--- src/rtl/seg_dac_encoder.sv ---
// Registered segmented DAC code encoder: unary thermometer MSBs plus binary LSBs.
// Define SEG_DAC_DWA_EN to enable data-weighted-averaging rotation of the unary elements.
module seg_dac_encoder #(
   parameter int unsigned  CODE_W = 8,
   parameter int unsigned  MSB_W  = 3,
   localparam int unsigned LSB_W  = CODE_W - MSB_W,
   localparam int unsigned T      = (1 << MSB_W) - 1
) (
   input  logic              clk,
   input  logic              rst,
   input  logic              in_valid,
   input  logic [CODE_W-1:0] code_in,
   input  logic              ptr_clr,
   output logic              out_valid,
   output logic [T-1:0]      therm_out,
   output logic [LSB_W-1:0]  lsb_out,
   output logic [MSB_W-1:0]  ptr_out
);

   logic [MSB_W-1:0] k;
   logic [MSB_W-1:0] base;
   logic [MSB_W-1:0] ptr_q;
   logic [T-1:0]     mask;
   logic [T-1:0]     therm_nxt;
   logic [2*T-1:0]   dbl;

   assign k = code_in[CODE_W-1:LSB_W];

   always_comb begin
      mask = '0;
      for (int i = 0; i < int'(T); i++) begin
         mask[i] = (MSB_W'(i) < k);
      end
      // Rotate left by base within T bits: both copies shifted, upper half is the wrap.
      dbl       = {mask, mask} << base;
      therm_nxt = dbl[2*T-1:T];
   end

`ifdef SEG_DAC_DWA_EN
   logic [MSB_W:0]   sum;
   logic [MSB_W:0]   sum_wrap;
   logic [MSB_W-1:0] ptr_nxt;

   always_comb begin
      base     = ptr_clr ? '0 : ptr_q;
      sum      = {1'b0, base} + {1'b0, k};
      sum_wrap = (sum >= (MSB_W+1)'(T)) ? sum - (MSB_W+1)'(T) : sum;
      ptr_nxt  = sum_wrap[MSB_W-1:0];
   end

   always_ff @(posedge clk or posedge rst) begin
      if (rst) begin
         ptr_q <= '0;
      end else if (in_valid) begin
         ptr_q <= ptr_nxt;
      end else if (ptr_clr) begin
         ptr_q <= '0;
      end
   end
`else
   logic unused_ptr_clr;

   assign unused_ptr_clr = ptr_clr;
   assign base           = '0;
   assign ptr_q          = '0;
`endif

   always_ff @(posedge clk or posedge rst) begin
      if (rst) begin
         out_valid <= 1'b0;
         therm_out <= '0;
         lsb_out   <= '0;
      end else begin
         out_valid <= in_valid;
         if (in_valid) begin
            therm_out <= therm_nxt;
            lsb_out   <= code_in[LSB_W-1:0];
         end
      end
   end

   assign ptr_out = ptr_q;

endmodule

--- config.mk ---
export PLATFORM = sky130hd
export DESIGN_NAME = seg_dac_encoder
export DESIGN_NICKNAME = d
export VERILOG_FILES = /design/src/rtl/seg_dac_encoder.sv
export SDC_FILE = /design/constraint.sdc
export NUM_CORES = 1
export LEC_CHECK = 0
export BUFFER_PORTS_ARGS = -buffer_cell sky130_fd_sc_hd__buf_2
export CAP_MARGIN = 20
export CORE_AREA = 2 2 39 41
export CTS_BUF_LIST = sky130_fd_sc_hd__clkbuf_16
export CTS_CLUSTER_DIAMETER = 200
export CTS_CLUSTER_SIZE = 30
export DETAILED_ROUTE_END_ITERATION = 12
export DIE_AREA = 0 0 41 43
export PLACE_DENSITY = 0.72
export SLEW_MARGIN = 30
export SYNTH_ARGS = -nofsm -noshare
export SYNTH_HDL_FRONTEND = slang
export SYNTH_SLANG_ARGS = --single-unit
--- constraint.sdc ---
create_clock -name clk -period 0.95 [get_ports clk]
set_input_delay 0.285 -clock clk [delete_from_list [all_inputs] [get_ports clk]]
set_output_delay 0.285 -clock clk [all_outputs]
set_load 0.01 [all_outputs]
==> results.txt, run 1 <==
----------------------------------------------------
[Setup path]
  Cell Chain, Critical Path ... buf_2
  Worst setup SP type ... register
  Data required, critical path ... 0.66 ns
  WS Path Type ... register to primary output
  Maximum fanout count along the critical path ... 2
  CP endpoint kind ... primary output
  Cell class contributing the biggest share of worst-path delay ... flip-flops
  Worst Reg-to-Reg Cells ... 2
  Stage delay of the slowest cell on the critical path ... 0.37 ns
  WP buf/inv ... 1
  WP depth ... 1
  Slowest cell on crit path ... sky130_fd_sc_hd__dfrtp_1
  CP arrival ... 0.75 ns

[Synth]
  Post-synth design cell area ... 527 sq um
  Mean instance size in the synthesized netlist ... 12.3 sq um
  Flop and latch count out of synthesis ... 13
  Number of unique standard cell types used by synthesis ... 14
  Fraction of the yosys area taken by sequential cells ... 61.8%
  Number of warnings issued by yosys ... 0
  Instance count of the mapped netlist ... 43

[Pwr]
  P per Cell Area ... 2060 mW/mm^2
  Max IR drop VDD ... 0.00130 V
  Static leakage power ... 0.000418 uW

[Floorplanning]
  Row cnt ... 14
  Height of the chip ... 43 um
  Area of the placeable core ... 0.00138 sq mm
  Die outline area ... 0.00176 sq mm
  Die width ... 41 um
  Count of boundary I/O pins ... 28
  Initial Utilization ... 38.1%

[Placed design]
  Place WS ... -0.0286 ns
  Port Buffer Count ... 23
  Detailed-placement wirelength estimate ... 726 um
  Placed cell areas ... 658 sq um
  Gpl congestion ... 0.791

[Layout]
  Most common cell after layout, fill and taps aside ... sky130_fd_sc_hd__buf_2
  Final core utilization ... 56.4%
  Fraction of layout instances using a drive strength above 1 ... 53.9%
  Commonest non-fill, non-tap cells in the layout ... 22 x sky130_fd_sc_hd__buf_2, 13 x sky130_fd_sc_hd__dfrtp_1, 8 x sky130_fd_sc_hd__buf_4
  Signed area change from the synthesized netlist to the final layout ... 48.2%
  Count of nets after finishing ... 89
  Diodes inserted ... 0
  Total non-filler cell area in the finished layout ... 781 sq um

[Clock tree]
  Clock latency on the worst-skew pair ... 0.24 ns
  Clock buffers created by TritonCTS ... 3
  Count of H-tree levels built during CTS ... 1
  Root buffer cell ... sky130_fd_sc_hd__clkbuf_16
  CTS tree ... done
  Clk sinks ... 13
  Hold-fix buffers at CTS ... 0
  CTS clk-pin slew, worst paths ... 0.04 ns
  Longest Clk Path Bufs ... 2

[Routing]
  Aggregate routed wire length ... 1010 um
  Detailed-router iteration count before antenna repair ... 4
  Remaining antenna violation count after routing ... 0
  Drc violations ... 0
  Count of vias placed by the detailed router ... 415
  Number of DRC markers after the initial detailed-route iteration ... 3
  Vias per cell ... 4.51
  Post-DR wirelength/cell ... 11.0 um

[Job]
  Number of maximum-capacitance violations ... 0

[Global route]
  Number of antenna violations at the first check in global routing ... 0
  Largest net degree at the start of global routing ... 14
  Global-route usage over all layers ... 13.2%
  Global-route wire length before repair ... 1460 um
  Vias in the first global route ... 354
  Remaining Overflow, GRT ... 0

[Min path]
  Worst min-delay path class ... input pin to asynchronous set/reset pin

[STA]
  Post-layout worst setup margin ... -0.0877 ns
  Max Slew Vio Count ... 0
  Setup skew after layout ... 0 ns
  Minimum period implied by the final worst setup slack ... 1.04 ns
  Maximum achievable frequency ... 964 MHz
  Number of setup violations in the final report ... 13
  Period Utilization, post-route ... 109%
  Hold Violations, Final ... 0
  Setup repair after global routing missed its margin ... true
  Hold Slack ... 0.0260 ns

[Status]
  Violated checks ... setup timing
  Status ... complete, but fails checks

----------------------------------------------------
## area by class of cell
class	instances	area (sq um)
clock buffers	3	75.1
inverters	6	22.5
repair buffers	31	181
clock inverters	1	3.75
flip-flops and latches	13	325
fillers	117	603
well taps	16	20.0
multi-input cells	22	153
## timing repair
action                     4_1_cts  5_1_grt
setup buffers                    3        2
resized for setup                0        1
setup endpoints to repair       13       13
gates cloned                     0        0
## cell usage after synthesis
master,n,share of area (%)
sky130_fd_sc_hd__buf_4,3,4.3
sky130_fd_sc_hd__nand2_4,1,2.1
sky130_fd_sc_hd__nand2_1,1,0.71
sky130_fd_sc_hd__o22ai_1,3,3.6
sky130_fd_sc_hd__and2b_2,1,1.7
sky130_fd_sc_hd__dfrtp_1,13,62
sky130_fd_sc_hd__mux2_4,2,5.7
sky130_fd_sc_hd__mux2_2,3,6.4
sky130_fd_sc_hd__conb_1,1,0.71
sky130_fd_sc_hd__inv_1,6,4.3
sky130_fd_sc_hd__buf_6,1,2.1
sky130_fd_sc_hd__a21oi_1,3,2.8
sky130_fd_sc_hd__o21ai_0,1,0.95
sky130_fd_sc_hd__nor2_1,4,2.8
## registers in the layout, summed over array words and instances (netlist names)
signal,cells
lsb_out,5
out_valid,1
therm_out,7
## logic make-up after synthesis
logic type             Yosys count  synth area share, %
and+or+nand+nor                  7                 7.36
muxes                            5                 12.1
buffers and inverters           10                 10.7
AOI/OAI and AO/OA                7                 7.36
DFF                             13                 61.8
other                            1                0.712
## metal layers
metal  track usage [%]  wire, um  vias to the layer above
met4              10.0        18                        0
met5                 0         0                        -
met3              6.81        98                        2
li1                  -         -                      198
met1              15.1       422                      193
met2              17.8       475                       22
## worst paths after layout
check	to	startpoint	slack (ns)
setup / recovery	therm_out[1]	therm_out[1]	-0.09
hold / removal	therm_out[4]	rst	0.03
setup reg to reg	lsb_out[0]	lsb_out[0]	0.08
hold reg to reg	lsb_out[3]	lsb_out[3]	0.50
max in group asynchronous	therm_out[2]	rst	0.77
min in group clk	lsb_out[4]	code_in[4]	0.28
## power by group
part,internal [uW],leakage (uW),total [uW],switching (uW)
Sequential,603,0.000152,626,22.6
Combinational,118,0.000224,223,105
Clock,552,0.0000423,761,208
Total,1270,0.000418,1610,336
## worst register-to-register path: stages, from the launching register on
cell and delay, ns:
sky130_fd_sc_hd__dfrtp_1 0.37, sky130_fd_sc_hd__buf_4 0.13, sky130_fd_sc_hd__mux2_4 0.26
## per-stage QoR
stage,power (uW),setup TNS [ns],instances
5_1_grt,1690,-1.30,92
3_5_place_dp,828,-0.0746,83
2_1_floorplan,746,0,45
3_3_place_gp,821,-0.0254,83
4_1_cts,1620,-1.11,90
6_report,1610,-1.01,92
No activity file was read; power rests on OpenSTA's default activity.
==> run 2, diff against run 1 <==
--- a/config.mk
+++ b/config.mk
@@ -5,7 +5,7 @@
 export SDC_FILE = /design/constraint.sdc
 export NUM_CORES = 1
 export LEC_CHECK = 0
-export BUFFER_PORTS_ARGS = -buffer_cell sky130_fd_sc_hd__buf_2
+export BUFFER_PORTS_ARGS = -buffer_cell sky130_fd_sc_hd__buf_4
 export CAP_MARGIN = 20
 export CORE_AREA = 2 2 39 41
 export CTS_BUF_LIST = sky130_fd_sc_hd__clkbuf_16
@@ -14,6 +14,7 @@
 export DETAILED_ROUTE_END_ITERATION = 12
 export DIE_AREA = 0 0 41 43
 export PLACE_DENSITY = 0.72
+export SETUP_SLACK_MARGIN = 0.15
 export SLEW_MARGIN = 30
 export SYNTH_ARGS = -nofsm -noshare
 export SYNTH_HDL_FRONTEND = slang
==> run 2 against run 1 <==
- the flow still finishes with violations (setup timing)
- clock power rose by 1%
- critical path type unchanged
- count of clock-buffer cells in the layout did not move
- total power rose by 6.7%
- routed wire length rose by 20%
- clock skew did not move
- largest power group unchanged
==> results.txt, run 2 (synthesis gave the netlist of run 1 again) <==
----------------------------------------------------
[Layout]
  Commonest non-fill, non-tap cells in the layout ... 16 x sky130_fd_sc_hd__buf_6, 15 x sky130_fd_sc_hd__buf_4, 13 x sky130_fd_sc_hd__dfrtp_1
  Signed area change from the synthesized netlist to the final layout ... 70.1%
  Number of flip-flops under the largest register name ... 7 (unchanged)
  Largest registers in the final layout ... therm_out: 7 flops, lsb_out: 5 flops, out_valid: 1 flops
  Top reg by flops ... therm_out
  Fill cells ... 113 (-3.4%)
  Post-Layout Cell Count ... 92 (unchanged)
  Diodes inserted ... 0 (unchanged)
  Most common cell after layout, fill and taps aside ... sky130_fd_sc_hd__buf_6
  Fraction of layout instances using a drive strength above 1 ... 55.3% (+1.3 points)
  Count of nets after finishing ... 89 (unchanged)

[Routing]
  Post-DR wirelength/cell ... 13.2 um (+20%)
  Aggregate routed wire length ... 1210 um (+20%)
  Number of DRC markers after the initial detailed-route iteration ... 2 (-1)
  Count of vias placed by the detailed router ... 422 (+1.7%)
  Vias per cell ... 4.59 (+1.7%)
  Remaining antenna violation count after routing ... 0 (unchanged)
  Drc violations ... 0 (unchanged)
  Detailed-router iteration count before antenna repair ... 2 (-2)

[Job]
  Number of maximum-capacitance violations ... 0 (unchanged)

[Floorplanning]
  Area of the placeable core ... 0.00138 sq mm (unchanged)
  Die width ... 41 um (unchanged)
  Initial Utilization ... 38.1% (unchanged)
  Row cnt ... 14 (unchanged)
  Height of the chip ... 43 um (unchanged)
  Count of boundary I/O pins ... 28 (unchanged)
  Die outline area ... 0.00176 sq mm (unchanged)

[Clock tree]
  Hold-fix buffers at CTS ... 0 (unchanged)
  CTS clk-pin slew, worst paths ... 0.04 ns (about the same)
  Longest Clk Path Bufs ... 2 (unchanged)
  Count of H-tree levels built during CTS ... 1 (unchanged)
  Root buffer cell ... sky130_fd_sc_hd__clkbuf_16
  Clk sinks ... 13 (unchanged)
  Clock buffers created by TritonCTS ... 3 (unchanged)
  CTS tree ... done
  Clock latency on the worst-skew pair ... 0.23 ns (about the same)

[STA]
  Final setup TNS ... -1.05 ns (-0.0399 ns)
  Setup repair after global routing missed its margin ... true
  Maximum achievable frequency ... 958 MHz (-0.57%)
  Hold Violations, Final ... 0 (unchanged)
  Setup skew after layout ... 0 ns (unchanged)
  Minimum period implied by the final worst setup slack ... 1.04 ns (+0.00596 ns)
  Number of setup violations in the final report ... 13 (unchanged)
  Post-layout worst setup margin ... -0.0937 ns (-0.00596 ns)
  Period Utilization, post-route ... 110% (+0.63 points)
  Max Slew Vio Count ... 0 (unchanged)

[Global route]
  Remaining Overflow, GRT ... 0 (unchanged)
  Global-route wire length before repair ... 1900 um (+30%)
  Number of antenna violations at the first check in global routing ... 0 (unchanged)
  Global-route usage over all layers ... 16.9% (+3.7 points)
  Vias in the first global route ... 417 (+18%)
  Largest net degree at the start of global routing ... 14 (unchanged)

[Placed design]
  Cell count after placement ... 82 (-1.2%)
  Gpl congestion ... 0.664 (-16%)
  Port Buffer Count ... 23 (unchanged)
  Place WS ... 0.0320 ns (+0.0607 ns)

[Pwr]
  P per Cell Area ... 1920 mW/mm^2 (-7.0%)
  Max IR drop VDD ... 0.00139 V (+7.1%)
  Static leakage power ... 0.000458 uW (+9.4%)
  PnR Total Power ... 1720 uW (+6.7%)

[Setup path]
  CP arrival ... 0.76 ns (about the same)
  Worst setup SP type ... register
  Data required, critical path ... 0.66 ns (about the same)
  Stage delay of the slowest cell on the critical path ... 0.39 ns (+0.02 ns)
  CP endpoint kind ... primary output
  WS Path Type ... register to primary output
  Maximum fanout count along the critical path ... 2 (unchanged)
  WP buf/inv ... 1 (unchanged)
  Cell Chain, Critical Path ... buf_6
  Slowest cell on crit path ... sky130_fd_sc_hd__dfrtp_1
  Cell class contributing the biggest share of worst-path delay ... flip-flops

[Status]
  Violated checks ... setup timing
  Status ... complete, but fails checks

[Min path]
  Worst min-delay path class ... input pin to asynchronous set/reset pin

----------------------------------------------------
run 2: repair_timing:
action                     CTS  global route
pin swaps                    0             1
gates resized for setup     14             5
buffers inserted             4             2
setup endpoints to repair   13            17
cloned                       0             0
run 2: through the flow:
stage | cell area, sq um | utilization [%] | hold WS (ns)
2_1_floorplan | 543 | - | 0.162
3_3_place_gp | 708 | 51.2 | 0.292
3_5_place_dp | 708 | 51.2 | 0.302
4_1_cts | 870 | 62.8 | 0.0503
5_1_grt | 896 | 64.7 | 0.0630
6_report | 896 | 64.7 | 0.0437
run 2: area by class of cell:
cell class / instances / area (sq um) / share of cell area (%)
multi-input cells: 22 / 156 / 17.5
flip-flops and latches: 13 / 325 / 36.3
clock buffers: 3 / 75.1 / 8.38
clock inverters: 1 / 3.75 / 0.419
inverters: 6 / 22.5 / 2.51
repair buffers: 31 / 293 / 32.7
well taps: 16 / 20.0 / 2.23
run 2: worst paths after layout:
kind	slack, ns	cells after the start	startpoint	end
setup / recovery	-0.09	1	lsb_out[4]	lsb_out[4]
hold / removal	0.04	3	rst	lsb_out[4]
setup reg to reg	0.06	2	lsb_out[0]	lsb_out[0]
hold reg to reg	0.53	1	lsb_out[2]	lsb_out[2]
max in group asynchronous	0.74	3	rst	therm_out[0]
min in group clk	0.26	1	in_valid	out_valid
run 2: metal layers:
layer / up-vias / wire length, um / track usage [%] / part of all wire, %
li1: 197 / - / - / -
met1: 204 / 448 / 18.4 / 37
met2: 17 / 662 / 26.6 / 55
met5: - / 0 / 0 / 0
met4: 0 / 33 / 10.0 / 2.7
met3: 4 / 68 / 5.76 / 5.6
run 2: report_power, final:
part / internal [uW] / total, uW / switching (uW)
Sequential: 603 / 638 / 34.6
Clock: 554 / 770 / 217
Combinational: 194 / 310 / 115
run 2: tightest hold or removal path: cells and delay by family:
family | cells | cell delay [ns]
buffers and inverters | 3 | 0.35
